### src/rtl/mult_div_unit.sv
// Multi-cycle signed multiply/divide unit (HI/LO result registers).
// Multiply: 32-step shift-add on operand magnitudes with a final negate.
// Divide:   32-step restoring division on magnitudes, quotient truncated
//           toward zero, remainder takes the dividend's sign.
// Define MD_DIV_EN to build the divider; without it a divide request
// completes immediately with hi/lo untouched.
module mult_div_unit (
  input  logic        clk,
  input  logic        reset,
  input  logic        start_i,
  input  logic        op_i,
  input  logic [31:0] a_i,
  input  logic [31:0] b_i,
  output logic        busy_o,
  output logic        done_o,
  output logic [31:0] hi_o,
  output logic [31:0] lo_o,
  output logic        div_zero_o
);

  typedef enum logic [1:0] {
    StIdle = 2'd0,
    StMult = 2'd1,
`ifdef MD_DIV_EN
    StDiv  = 2'd2,
`endif
    StDone = 2'd3
  } state_e;

  state_e      state_q;
  logic [4:0]  cnt_q;
  logic [31:0] opnd_q;    // multiplicand or divisor magnitude
  logic [63:0] acc_q;     // {partial product | remainder, multiplier | quotient}
  logic        neg_q;     // result (product / quotient) must be negated
  logic        busy_q;
  logic        done_q;
  logic        div_zero_q;
  logic [31:0] hi_q;
  logic [31:0] lo_q;

  logic [31:0] mag_a;
  logic [31:0] mag_b;
  logic [32:0] mul_sum;
  logic [63:0] mul_d;
  logic [63:0] mul_res;

`ifdef MD_DIV_EN
  logic        neg_r_q;   // remainder must be negated (negative dividend)
  logic [32:0] div_shift;
  logic [32:0] div_diff;
  logic [63:0] div_d;
  logic [31:0] quot;
  logic [31:0] rem;
`endif

  // Operand magnitudes and one iteration step of each datapath.
  always_comb begin
    mag_a   = a_i[31] ? (~a_i + 32'd1) : a_i;
    mag_b   = b_i[31] ? (~b_i + 32'd1) : b_i;
    // Add multiplicand into the upper half when the current multiplier bit is set, then shift.
    mul_sum = {1'b0, acc_q[63:32]} + (acc_q[0] ? {1'b0, opnd_q} : 33'd0);
    mul_d   = {mul_sum, acc_q[31:1]};
    mul_res = neg_q ? (~mul_d + 64'd1) : mul_d;
`ifdef MD_DIV_EN
    // Shift next dividend bit into the remainder and try subtracting the divisor.
    div_shift = {acc_q[63:32], acc_q[31]};
    div_diff  = div_shift - {1'b0, opnd_q};
    div_d     = div_diff[32] ? {div_shift[31:0], acc_q[30:0], 1'b0}
                             : {div_diff[31:0],  acc_q[30:0], 1'b1};
    quot      = neg_q   ? (~div_d[31:0]  + 32'd1) : div_d[31:0];
    rem       = neg_r_q ? (~div_d[63:32] + 32'd1) : div_d[63:32];
`endif
  end

  // Control FSM, iteration datapath and registered outputs.
  always_ff @(posedge clk) begin
    if (reset) begin
      state_q    <= StIdle;
      cnt_q      <= 5'd0;
      opnd_q     <= 32'd0;
      acc_q      <= 64'd0;
      neg_q      <= 1'b0;
      busy_q     <= 1'b0;
      done_q     <= 1'b0;
      div_zero_q <= 1'b0;
      hi_q       <= 32'd0;
      lo_q       <= 32'd0;
`ifdef MD_DIV_EN
      neg_r_q    <= 1'b0;
`endif
    end else begin
      unique case (state_q)
        StIdle: begin
          done_q     <= 1'b0;
          div_zero_q <= 1'b0;
          if (start_i) begin
            if (!op_i) begin
              state_q <= StMult;
              opnd_q  <= mag_a;
              acc_q   <= {32'd0, mag_b};
              neg_q   <= a_i[31] ^ b_i[31];
              cnt_q   <= 5'd0;
              busy_q  <= 1'b1;
            end else begin
`ifdef MD_DIV_EN
              if (b_i == 32'd0) begin
                // Zero divisor: report immediately, results keep their old value.
                state_q    <= StDone;
                done_q     <= 1'b1;
                div_zero_q <= 1'b1;
              end else begin
                state_q <= StDiv;
                opnd_q  <= mag_b;
                acc_q   <= {32'd0, mag_a};
                neg_q   <= a_i[31] ^ b_i[31];
                neg_r_q <= a_i[31];
                cnt_q   <= 5'd0;
                busy_q  <= 1'b1;
              end
`else
              state_q <= StDone;
              done_q  <= 1'b1;
`endif
            end
          end
        end
        StMult: begin
          acc_q <= mul_d;
          cnt_q <= cnt_q + 5'd1;
          if (cnt_q == 5'd31) begin
            state_q      <= StDone;
            busy_q       <= 1'b0;
            done_q       <= 1'b1;
            {hi_q, lo_q} <= mul_res;
          end
        end
`ifdef MD_DIV_EN
        StDiv: begin
          acc_q <= div_d;
          cnt_q <= cnt_q + 5'd1;
          if (cnt_q == 5'd31) begin
            state_q <= StDone;
            busy_q  <= 1'b0;
            done_q  <= 1'b1;
            hi_q    <= rem;
            lo_q    <= quot;
          end
        end
`endif
        StDone: begin
          state_q    <= StIdle;
          done_q     <= 1'b0;
          div_zero_q <= 1'b0;
        end
        default: begin
          state_q <= StIdle;
          busy_q  <= 1'b0;
          done_q  <= 1'b0;
        end
      endcase
    end
  end

  assign busy_o     = busy_q;
  assign done_o     = done_q;
  assign div_zero_o = div_zero_q;
  assign hi_o       = hi_q;
  assign lo_o       = lo_q;

endmodule

### config.mk
export PLATFORM = sky130hd
export DESIGN_NAME = mult_div_unit
export DESIGN_NICKNAME = d
export VERILOG_FILES = /design/src/rtl/mult_div_unit.sv
export SDC_FILE = /design/constraint.sdc
export NUM_CORES = 1
export LEC_CHECK = 0
export CAP_MARGIN = 40
export CORE_MARGIN = 2
export CORE_UTILIZATION = 50
export CTS_CLUSTER_SIZE = 40
export DETAILED_ROUTE_END_ITERATION = 8
export PLACE_DENSITY = 0.75
export SKIP_CTS_REPAIR_TIMING = 1
export SKIP_LAST_GASP = 1
export SYNTH_ARGS = -nofsm -noshare
export SYNTH_HDL_FRONTEND = slang
export SYNTH_SLANG_ARGS = --single-unit
export TNS_END_PERCENT = 1
### constraint.sdc
create_clock -name clk -period 6.5 [get_ports clk]
set_input_delay 0.975 -clock clk [delete_from_list [all_inputs] [get_ports clk]]
set_output_delay 0.975 -clock clk [all_outputs]
set_load 0.02 [all_outputs]
Yosys cells after proc, flatten, opt, wreduce, memory -nomap -nowiden
Index checks and enable logic that the tools add are counted.
Widths: inputs -> output; s select.
{"block": "word_totals", "inputBits": 68, "regBits": 170, "out_inout_bits": 67}
{"block": "classes", "n_addsub": 5, "eq_ne": 6, "muxes": 22, "n_bitwise": 6, "reduce_logical": 7}
{"cell": "$mux 64", "count": 3}
{"cell": "$pmux 64 s2", "count": 1}
{"cell": "$mux 32", "count": 3}
{"cell": "$add 32x1->32 const B", "count": 2}
{"cell": "$add 64x1->64 const B", "count": 1}
{"cell": "$not 32->32", "count": 2}
{"cell": "$not 64->64", "count": 1}
{"cell": "$add 32x32->33", "count": 1}
{"cell": "$mux 5", "count": 2}
{"cell": "$pmux 5 s2", "count": 1}
{"cell": "$mux 1", "count": 6}
{"cell": "$mux 2", "count": 3}
{"cell": "$ne 2x2->1 const B", "count": 3}
{"cell": "$reduce_and 3->1", "count": 2}
{"cell": "$add 5x1->5 const B", "count": 1}
{"cell": "$eq 5x5->1 const B", "count": 1}
{"cell": "$pmux 2 s2", "count": 1}
{"cell": "$reduce_and 2->1", "count": 2}
{"cell": "$reduce_and 4->1", "count": 1}
{"cell": "$pmux 1 s3", "count": 1}
{"cell": "$eq 2x1->1 const B", "count": 1}
{"cell": "$eq 2x2->1 const B", "count": 1}
{"cell": "$logic_not 2->1", "count": 1}
{"cell": "$not 1->1", "count": 2}
{"cell": "3 further kinds", "count": 3}

Longest topological paths before layout
Gate-level depths: netlist (run 1).
{"block": "depth", "ltp_word": 6, "mapped_depth": 14, "depth_no_buf": 13}

Least setup slack after synthesis (run 1)
No wires, ideal clock.
{"block": "synth_timing", "path_kind": "flip-flop to flip-flop", "startpoint": "reg acc_q[0]", "endpoint": "reg hi_q[27], in the netlist hi_o[27]", "path_stages_with_launch": 15, "slack_ps": 2255, "arrival_time_ps": 4127, "setup_ps": 117, "n_path_buf": 1, "t_required_ps": 6383, "path_cell_list": "dfxtp_1 -> clkbuf_1 -> and2_1 -> ha_1 -> fa_1 -> a21o_1 -> a221oi_4 -> o32ai_2 -> or3_4 -> a22oi_2 -> or4b_4 -> or4_4 -> or3b_2 -> mux2i_1 -> nand2_1"}
{"block": "synth_between", "elab_chain_len": 5}
{"item": "start, declared", "line": "33", "rtl": "logic [63:0] acc_q;"}
{"item": "start signal, assigned", "line": "100", "rtl": "acc_q <= {32'd0, mag_b};"}
{"item": "start signal, assigned", "line": "128", "rtl": "acc_q <= mul_d;"}
{"item": "$mux 32 (*)", "line": "61", "rtl": "mul_sum = {1'b0, acc_q[63:32]} + (acc_q[0] ? {1'b0, opnd_q} : 33'd0);"}
{"item": "$add 32x32->33 (*)", "line": "61"}
{"item": "$not 64->64", "line": "63", "rtl": "mul_res = neg_q ? (~mul_d + 64'd1) : mul_d;"}
{"item": "$add 64x1->64", "line": "63"}
{"item": "$mux 64 (*)", "line": "63"}
{"item": "end signal, assigned", "line": "134", "rtl": "{hi_q, lo_q} <= mul_res;"}
{"item": "end, declared", "line": "38", "rtl": "logic [31:0] hi_q;"}
Every way passes the cells marked *; elsewhere a longest branch is shown, timed or not.
A chain may end at the register's enable or synchronous reset.

Worst setup path after layout (run 1)
{"block": "layout_timing", "startpoint": "reg acc_q[0]", "endpoint": "reg hi_q[30], in the netlist hi_o[30]"}
The elaborated chain is that of the path after synthesis.

==> results of run 1 <==
## final timing paths
path,end,slack [ps],cells past startpoint
setup / recovery,hi_o[30],1410,13
hold / removal,lo_o[14],460,2
setup reg to reg,hi_o[30],1410,13
hold reg to reg,lo_o[14],460,2
## power breakdown
group | switching (W) | internal, W | leakage [nW]
Combinational | 0.000235 | 0.000161 | 3.10
Sequential | 0.0000307 | 0.00107 | 1.38
Clock | 0.000469 | 0.000538 | 0.274
Total | 0.000735 | 0.00177 | 4.76
## state kept, by name, indices dropped and copies added, names as in the netlist
register  count
state_q       2
neg_q         1
acc_q        64
lo_o         32
opnd_q       32
done_o        1
busy_o        1
hi_o         32
cnt_q         5
## metrics by stage
stage | area, sq um | hold WS, ps
after CTS | 13190 | 458.3
after global routing | 13190 | 472.4
final | 13190 | 458.7
after floorplan | 11140 | 440.6
after global placement | 12540 | 440.1
after detailed placement | 12620 | 448.2
## layer usage
layer / track usage / up-vias / wire (microns)
li1: - / 5373 / -
met5: 0 / - / 0
met1: 0.3984 / 5144 / 15120
met2: 0.4256 / 465 / 14520
met4: 0.08510 / 0 / 723
met3: 0.03572 / 54 / 2543
## logic make-up (layout without fill, tap and decap cells)
family                   Yosys count  after routing
AND/OR/NAND/NOR                  531            531
multiplexers                      11             11
XOR/XNOR                         134            134
buffers and inverters            117            199
adder cells (fa/ha/maj)           38             38
flip-flops                       170            170
AO/OA/AOI/OAI                    414            414
other                              1              1
## layout by cell type, fill, tap and decap left out, types with 37 or more instances in the layout
cell and instances:
xor2_1 65, a211oi_1 72, nand2_1 129, dfxtp_1 170, o21ai_0 65, ha_1 37
clkdlybuf4s50_1 132, a21oi_1 82, xnor2_1 69, nor2_1 182, and2_1 38
## Yosys cell counts (4+ instances only)
cell,instances,area share
a2111oi_0,4,0.0031
a211oi_1,72,0.049
a21o_1,14,0.0094
a21oi_1,82,0.037
a221oi_1,4,0.0031
a222oi_1,30,0.027
a22oi_1,32,0.022
a31oi_1,6,0.0034
and2_1,38,0.021
and3_1,8,0.0045
and4_1,7,0.0055
buf_1,6,0.0020
buf_2,6,0.0027
clkbuf_1,84,0.028
dfxtp_1,170,0.31
ha_1,37,0.042
inv_1,19,0.0064
mux2i_1,11,0.0099
nand2_1,129,0.043
nand2b_1,6,0.0034
nand3_1,26,0.012
nand3b_1,4,0.0027
nand4_1,12,0.0067
nor2_1,184,0.062
nor2b_1,9,0.0051
nor3_1,28,0.013
nor3b_1,6,0.0040
nor4_1,14,0.0079
o2111ai_1,4,0.0031
o211ai_1,6,0.0040
o21a_1,11,0.0074
o21ai_0,65,0.029
o21ai_1,6,0.0027
o21bai_1,5,0.0034
o311ai_0,4,0.0031
o31ai_1,28,0.019
o41ai_1,11,0.0086
or2_2,4,0.0022
or3_1,24,0.013
or4_1,18,0.012
xnor2_1,69,0.054
xor2_1,65,0.051
## area by class of cell
type | count | area (sq um)
clock buffers | 18 | 429.2
clock inverters | 13 | 141.4
fillers | 2031 | 8630
inverters | 19 | 71.32
multi-input cells | 1129 | 7308
flip-flops and latches | 170 | 3403
well taps | 280 | 350.3
repair buffers | 149 | 1490
## worst max-delay path, cell delays in order (launching register included)
cell	delay (ps)
dfxtp_1	870
and2_1	290
ha_1	260
a211oi_1	450
o211ai_1	290
a211oi_1	610
o21a_1	220
a311oi_1	50
buf_4	200
or3_1	390
or4_4	550
nor3_1	460
a311o_1	250
a31oi_1	70
==> flow_summary_export.csv, run 1 <==
group,metric,value,unit
synthesis,ys.flop_type,"dfxtp_1",
worst_setup_path,path_class,"reg -> reg",
grt,grt_pass1_wl,53.01,mm
synthesis,yosys.area_share.simple,0.2320,
clocking,cts-root-buf,"clkbuf_16",
placement,dp_slack,1508,ps
timing,post-route-period-util,0.7833,
timing,finalSetupViolCount,0,
grt,grt_usage,0.2752,
power_and_ir_drop,irDropWorstVdd,0.0001547,V
synthesis,synth_cell_type_count,78,
grt,grt_overflow_total,0,
power_and_ir_drop,leakagePower,4.756,nW
placement,gp_congestion,1.023,
synthesis,synthAdderAreaFrac,0.04336,
clocking,cts_tree,"done",
timing,finalMaxSlewViolations,0,
die,dieWidth,153.3,microns
grt,grt_max_degree,97,
layout,antenna_cells,0,
power_and_ir_drop,p_total,0.002503,W
synthesis,synth_area_per_cell,7.866,sq um
synthesis,synth_xor_area_frac,0.1054,
routing,num_vias,11036,
synthesis,synth_top_family_by_area,"compound AO/OA/AOI/OAI gates",
grt,antenna_found_initial,0,
synthesis,synth_warnings,0,
synthesis,ys_seq_elements,170,
die,die_h,153.3,microns
timing,setup_ws,1409,ps
synthesis,synth_edf_count,0,
layout,instances_no_fill,1778,
synthesis,async_flop_share,0,
clocking,clockBufferDepth,2,
hold_path,hp-start,"lo_o[14]",
outcome,status,"finished clean",
routing,wl_per_cell,18.51,microns
placement,io_buffer_count,133,
layout,fin_util,0.6046,
synthesis,netlist_area,11140,sq um
timing,fin_setup_tns,0,ps
die,die-area,23490,sq um
layout,nNetsFinal,1592,
hold_path,hold_class,"reg -> reg",
routing,drtPass1Iterations,9,
timing,slew_headroom,0.4346,
die,start_util,0.5104,
die,ios,135,
synthesis,synth_compound_gate_area_share,0.2624,
routing,via_per_inst,6.207,
clocking,worstSkewPairLatency,440,ps
synthesis,syn_nets,1522,
worst_setup_path,rr_startpoint,"acc_q[0]",
power_and_ir_drop,power_density,189.7,nW/um^2
worst_setup_path,worstPathMaxFanout,33,
timing,rsz0062_at_grt,"no",
synthesis,seq_area_frac_synth,0.3055,
layout,synthToLayoutAreaGrowth,18.46,%
layout,drive_above_1_share,0.05073,
worst_setup_path,crit_path_start,"acc_q[0]",
placement,placed_cells,1747,
job,cap_viol_max_count,0,
clocking,cts.sink_count,170,
worst_setup_path,worstPathArrival,5390,ps
worst_setup_path,cp-end-kind,"flop",
worst_setup_path,cp.required,6800,ps
routing,drt-initial-drc-count,962,
timing,hold_viol_final,0,
synthesis,syn_inst,1416,
routing,route.detailed.drc,0,
routing,ant_nets,0,
timing,fmax,0.1964,GHz
die,placementRows,54,
clocking,numCtsBuffers,17,
routing,wl,32.91,mm
timing,skew,11.38,ps
placement,place_hpwl,24.22,mm
synthesis,muxShareOfSynthArea,0.009885,
clocking,path_clk_slew,80,ps
grt,grt_pass1_vias,9941,
timing,min_period,5091,ps
timing,worst_slew_pin_slew,848.1,ps
worst_setup_path,startpoint_type,"flop",
clocking,htree_levels,4,
die,coreArea,21820,sq um
Power figures use the tool's default switching activity.
==> inputs of run 2 (changes only) <==
Clock period 6.5 ns to 5.1 ns, I/O delays scaled along.
==> flow_summary_export.csv, run 2 (same netlist as run 1, synthesis figures left out) <==
group,metric,value,unit
layout,nNetsFinal,1604,
placement,dp_slack,420.8,ps
die,coreArea,21820,sq um
timing,fmax,0.2198,GHz
power_and_ir_drop,leakagePower,4.852,nW
worst_setup_path,critical_path.max_stage_delay,590,ps
grt,grt_pass1_wl,52.83,mm
timing,min_period,4550,ps
routing,wl,33.33,mm
worst_setup_path,crit_family,"simple AND/OR/NAND/NOR gates",
power_and_ir_drop,p_switching,0.0009370,W
layout,multiInputGateArea,7308,sq um
power_and_ir_drop,netSwitchingFraction,0.2863,
die,dieWidth,153.3,microns
die,start_util,0.5104,
power_and_ir_drop,combinationalPowerShare,0.155,
worst_setup_path,path_class,"reg -> reg",
timing,worst_slew_pin_slew,806.2,ps
grt,grt_usage,0.2763,
power_and_ir_drop,p_int,0.002336,W
routing,route.detailed.drc,0,
layout,synthToLayoutAreaGrowth,20.02,%
routing,via_per_inst,6.190,
hold_path,hold_class,"reg -> reg",
die,ios,135,
layout,largest_reg_flops,64,
layout,nFillCells,1983,
power_and_ir_drop,p_clk_frac,0.417,
grt,grt_pass1_vias,9906,
clocking,worstSkewPairLatency,440,ps
placement,io_buffer_count,133,
die,die_h,153.3,microns
routing,drt-initial-drc-count,1151,
layout,layout_commonest_cell,"nor2_1",
routing,num_vias,11086,
clocking,htree_levels,4,
placement,placed_cells,1759,
timing,rsz0062_at_grt,"no",
power_and_ir_drop,irDropWorstVdd,0.0001668,V
power_and_ir_drop,power_density,244.8,nW/um^2
grt,antenna_found_initial,0,
timing,finalSetupViolCount,0,
grt,grt_max_degree,97,
timing,slew_headroom,0.4625,
timing,hold_viol_final,0,
worst_setup_path,worstPathMaxFanout,33,
worst_setup_path,cp_slowest_cell,"or4b_4",
timing,post-route-period-util,0.8922,
placement,place_hpwl,24.79,mm
layout,register_area,3405,sq um
clocking,cts_tree,"done",
outcome,status,"finished clean",
power_and_ir_drop,p_seq_frac,0.428,
layout,largest-register,"acc_q",
grt,grt_overflow_total,0,
worst_setup_path,worstPathArrival,4840,ps
routing,ant_nets,0,
clocking,clockBufferDepth,2,
clocking,numCtsBuffers,17,
routing,wl_per_cell,18.61,microns
timing,setup_ws,550.0,ps
layout,final_cell_mix,"nor2_1, dfxtp_1, clkdlybuf4s50_1",
worst_setup_path,startpoint_type,"flop",
layout,antenna_cells,0,
worst_setup_path,cp-end-kind,"flop",
clocking,cts-root-buf,"clkbuf_16",
worst_setup_path,path_buf_inv,0,
worst_setup_path,cp.required,5390,ps
die,die-area,23490,sq um
clocking,cts.sink_count,170,
timing,skew,10.96,ps
clocking,path_clk_slew,70,ps
placement,gp_congestion,1.019,
timing,fin_setup_tns,0,ps
job,cap_viol_max_count,0,
routing,drtPass1Iterations,9,
layout,instances_no_fill,1791,
timing,finalMaxSlewViolations,0,
die,placementRows,54,
layout,drive_above_1_share,0.06023,
power_and_ir_drop,p_total,0.003273,W
worst_setup_path,path_cells,"and2_1 > ha_1 > fa_1 > a21o_1 > a221oi_4 > o31a_2 > o21ai_1 > xor2_1 > or4b_4 > or4_4 > nor3_1 > a311o_1 > a31oi_1",
run 2: metrics by stage:
stage                 util  area [sq um]  hold WS [ps]
floorplan                -         11140         440.6
global placement    0.5799         12650         440.4
detailed placement  0.5843         12750         443.5
CTS                 0.6125         13370         453.1
global route        0.6125         13370         476.0
finish              0.6125         13370         453.8
run 2: layout make-up:
type / instances / area share
clock buffers: 20 / 0.03416
clock inverters: 12 / 0.01179
inverters: 19 / 0.005335
multi-input cells: 1129 / 0.5467
flip-flops and latches: 170 / 0.2547
well taps: 280 / 0.02621
repair buffers: 161 / 0.1211
run 2: power groups by stage:
| stage | logic [W] | clock network, W | registers (W) |
|---|---|---|---|
| 2_1_floorplan | 0.000333 | 0 | 0.00141 |
| 3_3_place_gp | 0.000484 | 0 | 0.00143 |
| 3_5_place_dp | 0.000500 | 0 | 0.00143 |
| 4_1_cts | 0.000502 | 0.00138 | 0.00140 |
| 5_1_grt | 0.000553 | 0.00144 | 0.00140 |
| 6_report | 0.000506 | 0.00137 | 0.00140 |
run 2: worst paths after layout:
path,cells after the start,slack (ps),end,from
worst min-delay path,2,450,hi_o[12],hi_o[12]
worst max register to register,13,550,hi_o[30],acc_q[0]
worst max-delay path,13,550,hi_o[30],acc_q[0]
worst min register to register,2,450,hi_o[12],hi_o[12]
run 2: worst reg2reg max path, stage by stage (launching register included):
cell      delay [ps]
dfxtp_2          450
and2_1           220
ha_1             210
fa_1             440
a21o_1           220
a221oi_4         370
o31a_2           310
o21ai_1          140
xor2_1           210
or4b_4           590
or4_4            470
nor3_1           440
a311o_1          250
a31oi_1           60
run 2: layer usage:
layer	global-route usage	routed length (microns)	vias up
met2	0.4211	14720	457
met4	0.07584	671	0
met1	0.3991	15280	5180
met3	0.05189	2653	46
li1	-	-	5403
met5	0	0	-
